[config.mk]
export PLATFORM = sky130hd
export DESIGN_NAME = mux8_rr_arbiter
export DESIGN_NICKNAME = d
export VERILOG_FILES = /design/src/rtl/mux8_rr_arbiter.sv
export SDC_FILE = /design/constraint.sdc
export NUM_CORES = 1
export LEC_CHECK = 0
export CORE_MARGIN = 2
export CORE_UTILIZATION = 45
export DETAILED_ROUTE_END_ITERATION = 12
export PLACE_DENSITY = 0.76
export REMOVE_ABC_BUFFERS = 1
export SLEW_MARGIN = 15
export SYNTH_ARGS = -nofsm -noshare
export SYNTH_HDL_FRONTEND = slang
export SYNTH_SLANG_ARGS = --single-unit
[constraint.sdc]
create_clock -name clk -period 6.82 [get_ports clk]
set_input_delay 1.364 -clock clk [delete_from_list [all_inputs] [get_ports clk]]
set_output_delay 1.364 -clock clk [all_outputs]
set_load 0.01 [all_outputs]
[src/rtl/mux8_rr_arbiter.sv]
// Round-robin arbiter and select sequencer for the shared 8:1 mux (mux_8).
// Grants one requester at a time, enforces a maximum hold time while others
// wait, and inserts one dead cycle between grants (break-before-make).
//
// Ports:
//   clk      - clock, rising edge
//   rst_n    - asynchronous active-low reset
//   en       - arbitration enable; low blocks new grants and timeout preemption
//   req[7:0] - request per mux input
//   gnt[7:0] - one-hot grant (registered), or zero
//   sel[2:0] - mux select index (registered): sel[2]=s2, sel[1]=s1, sel[0]=s0
//   valid    - mux output carries the granted source this cycle (registered)
//   preempt  - one-cycle pulse in the gap following a timeout revocation
module mux8_rr_arbiter #(
  parameter int unsigned MAX_HOLD = 16
) (
  input  logic       clk,
  input  logic       rst_n,
  input  logic       en,
  input  logic [7:0] req,
  output logic [7:0] gnt,
  output logic [2:0] sel,
  output logic       valid,
  output logic       preempt
);

  localparam int unsigned N  = 8;
  localparam int unsigned IW = 3;
  localparam int unsigned HW = 8;

  typedef enum logic [1:0] {
    IDLE  = 2'd0,
    GRANT = 2'd1,
    GAP   = 2'd2
  } state_t;

  state_t        state_q, state_d;
  logic [IW-1:0] ptr_q, ptr_d;
  logic [IW-1:0] sel_q, sel_d;
  logic [N-1:0]  gnt_q, gnt_d;
  logic          valid_q, valid_d;
  logic          preempt_q, preempt_d;
  logic [HW-1:0] hold_q, hold_d;

  logic [IW-1:0] win;
  logic [IW-1:0] idx;
  logic          found;
  logic          others;
  logic          at_max;

  // First set request searching ptr, ptr+1, ... ptr+7 (mod 8)
  always_comb begin
    win   = ptr_q;
    idx   = ptr_q;
    found = 1'b0;
    for (int i = 0; i < N; i++) begin
      idx = ptr_q + IW'(i);
      if (!found && req[idx]) begin
        win   = idx;
        found = 1'b1;
      end
    end
  end

  assign others = |(req & ~(N'(1) << sel_q));
  assign at_max = (hold_q == HW'(MAX_HOLD));

  // Next-state and registered-output computation
  always_comb begin
    state_d   = state_q;
    ptr_d     = ptr_q;
    sel_d     = sel_q;
    gnt_d     = gnt_q;
    hold_d    = hold_q;
    preempt_d = 1'b0;

    case (state_q)
      IDLE, GAP: begin
        if (en && (|req)) begin
          state_d = GRANT;
          sel_d   = win;
          gnt_d   = N'(1) << win;
          hold_d  = HW'(1);
        end else begin
          state_d = IDLE;
          gnt_d   = '0;
        end
      end
      GRANT: begin
        if (!req[sel_q]) begin
          // Release wins over timeout on the same edge
          state_d = GAP;
          gnt_d   = '0;
          ptr_d   = sel_q + IW'(1);
        end else if (en && at_max && others) begin
          state_d   = GAP;
          gnt_d     = '0;
          ptr_d     = sel_q + IW'(1);
          preempt_d = 1'b1;
        end else begin
          hold_d = at_max ? hold_q : hold_q + HW'(1);
        end
      end
      default: begin
        state_d = IDLE;
        gnt_d   = '0;
      end
    endcase

    valid_d = (state_d == GRANT);
  end

  // State and output registers
  always_ff @(posedge clk or negedge rst_n) begin
    if (!rst_n) begin
      state_q   <= IDLE;
      ptr_q     <= '0;
      sel_q     <= '0;
      gnt_q     <= '0;
      valid_q   <= 1'b0;
      preempt_q <= 1'b0;
      hold_q    <= '0;
    end else begin
      state_q   <= state_d;
      ptr_q     <= ptr_d;
      sel_q     <= sel_d;
      gnt_q     <= gnt_d;
      valid_q   <= valid_d;
      preempt_q <= preempt_d;
      hold_q    <= hold_d;
    end
  end

  assign gnt     = gnt_q;
  assign sel     = sel_q;
  assign valid   = valid_q;
  assign preempt = preempt_q;

endmodule

==> flow_summary.toml <==
[power_and_ir_drop]
p_per_area_nw_per_um2 = 570
ir_drop_uv = 308
power_leakage_nw = 1.18
p_total_mw = 1.57

[sta]
worst_slew_pin_slew_ps = 985
slew_headroom = 0.344
finalMaxSlewViolations = 0
setup_viol = 0
finClkSkew_ps = 10.1
post-route-period-util = 0.626
fin_setup_tns_ps = 0
final_hold_viol_count = 0
fmax_mhz = 234
rsz0062_at_grt = "false"
period_minus_slack_ps = 4270
layout_setup_ws_ps = 2550

[critical_path]
path_class = "register to register"
worstPathMaxFanout = 23
crit_chain = "inv_2 > ha_1 > mux4_2 > mux2_4 > a2bb2oi_4 > nor3_4 > nor3b_2 > nand3b_1 > o311ai_4 > mux2_2"
path_buf_inv = 1
crit_start = "ptr_q[0]$_DFFE_PN0P_"
worst_ep_arrival_time_ps = 4440
cp-end-kind = "register"
cpLargestDelayFamily = "multiplexers"
cp-start-kind = "register"
worstPathRequired_ps = 6990
slowest_stage = "dfrtp_1"
crit_path_max_incr_delay_ps = 1000
r2r-start = "ptr_q[0]$_DFFE_PN0P_"

[die]
start_util = 0.475
coreArea_um2 = 5200
num_rows = 26
die_h_um = 78.1
io_pins = 24
fp.dieW_um = 78.1
dieArea_um2 = 6110

[clocking]
cts_root_buf = "clkbuf_8"
post-cts-setup-buffers = 0
clock-sinks = 26
cts_max_level = 1
cts_tree = "built"
clk_pin_slew_ps = 90
insertion_delay_ps = 280
clockBufferDepth = 2
post_cts_resized = 0
cts_hold_buf = 0
cts_made_buffers = 3

[finish]
final_common_cell = "dfrtp_1"
final_cell_mix = "dfrtp_1, nand2_1, clkdlybuf4s50_1"
drive_above_1_share = 0.153
nets = 283
area_growth_pct = 11.2
fill_cells = 473
multi_input_area_um2 = 1660
register_area_um2 = 651
antenna_cells = 0

[logic_synthesis]
yosys_warnings = 0
synth.distinct_cells = 59
synth_edf_count = 0
syn_area_um2 = 2470
ys_ff_latch = 26
async_reset_ff_frac = 1.00
synthCells = 250
seq_area_frac_synth = 0.263
synth-main-ff-cell = "dfrtp_1"
avgSynthCellArea_um2 = 9.89

[worst_hold_path]
min_from = "gnt[3]$_DFFE_PN0P_"
min_path_type = "register to register"

[placement]
post-place-ws_ps = 2520
io_buffer_count = 23
dp_hpwl_um = 4160
gp_congestion = 0.917

[drt]
num_vias = 1997
drt_iter0_drc = 157
ant_nets = 0
avgRoutedWirePerCell_um = 17.5
routed_wirelength_um = 5790
drc = 0
dr.pass1.iters = 6
vias_per_cell = 6.03

[global_route]
grt_first_pass_wirelength_um = 10100
grt-ovfl-total = 0
grt_pass1_vias = 2010
gr-usage-all-layers = 0.203
grt_antenna_before_repair = 0
grt_max_degree = 27

[job]
maxCapViolations = 0

[outcome]
status = "completed"
==> layer usage <==
metal | part of all wire | track usage | routed length (µm) | up-vias
met3 | 0.043 | 0.0322 | 250 | 5
met5 | 0 | 0 | 0 | -
li1 | - | - | - | 946
met2 | 0.50 | 0.333 | 2890 | 54
met4 | 0.0078 | 0.0456 | 45 | 0
met1 | 0.45 | 0.285 | 2600 | 992
==> layout make-up <==
class	instances	share of cell area
multi-input cells	191	0.605
flip-flops and latches	26	0.237
repair buffers	24	0.0846
well taps	70	0.0318
inverters	16	0.0218
clock buffers	4	0.0200
==> worst paths after layout <==
path / to / slack (ps) / depth (start not counted)
setup reg to reg: sel[2]$_DFFE_PN0P_ / 2550 / 10
hold reg to reg: gnt[3]$_DFFE_PN0P_ / 490 / 2
setup / recovery: sel[2]$_DFFE_PN0P_ / 2550 / 10
hold / removal: gnt[3]$_DFFE_PN0P_ / 490 / 2
min in group asynchronous: ptr_q[0]$_DFFE_PN0P_ / 1070 / 1
max in group asynchronous: hold_q[5]$_DFFE_PN0P_ / 5380 / 1
==> kinds of logic (layout without fill, tap and decap cells) <==
group                    after synthesis  in the layout  synth area share
buffers and inverters                 33             44            0.0668
flip-flops                            26             26             0.263
AND/OR/NAND/NOR                       81             81             0.168
multiplexers                          35             35             0.229
AO/OA/AOI/OAI                         55             55             0.180
XOR/XNOR                              10             10            0.0430
adder cells (fa/ha/maj)               10             10            0.0506
==> power by group <==
group	switching, mW	internal [mW]
Clock	0.0484	0.0517
Sequential	0.102	0.206
Combinational	0.614	0.546
==> worst register-to-register path, cell delays in order (launching register included) <==
cell and delay, ps:
dfrtp_1 1000, inv_2 250, ha_1 760, mux4_2 590
mux2_4 300, a2bb2oi_4 210, nor3_4 200, nor3b_2 190
nand3b_1 170, o311ai_4 180, mux2_2 300
==> per-stage QoR <==
step                 util  hold slack (ps)  cell area, µm²  std cells
global placement    0.519              475            2700        327
detailed placement  0.519              470            2700        327
global route        0.528              532            2750        331
CTS                 0.529              491            2760        331
floorplan               -              505            2370        233
finish              0.528              494            2750        331
==> sequential cells by signal (all words and copies together), names as in the netlist <==
| signal | flops |
|---|---|
| preempt | 1 |
| hold_q | 8 |
| valid | 1 |
| ptr_q | 3 |
| sel | 3 |
| state_q | 2 |
| gnt | 8 |
==> Yosys cell counts (all sizes together), types with 2 or more instances <==
library cell	n	area, µm²
nand3	9	45.0
a21o	5	37.5
nor3	3	26.3
dfrtp	26	651
buf	8	71.3
and2	7	43.8
mux4	14	327
nor2b	3	18.8
inv	16	60.1
nand2	22	82.6
o22ai	6	37.5
ha	10	125
xor2	5	43.8
o221ai	3	26.3
o31ai	5	37.5
and3	2	12.5
nand2b	4	25.0
o21a	3	23.8
nand3b	3	22.5
a22oi	2	20.0
or2	3	18.8
a32o	4	40.0
o21ai	7	35.0
a21oi	8	43.8
clkbuf	9	33.8
nor2	20	77.6
mux2	7	86.3
mux2i	14	153
nor3b	2	20.0
xnor2	5	62.6
Note: power is estimated with default switching activity, not from simulation.
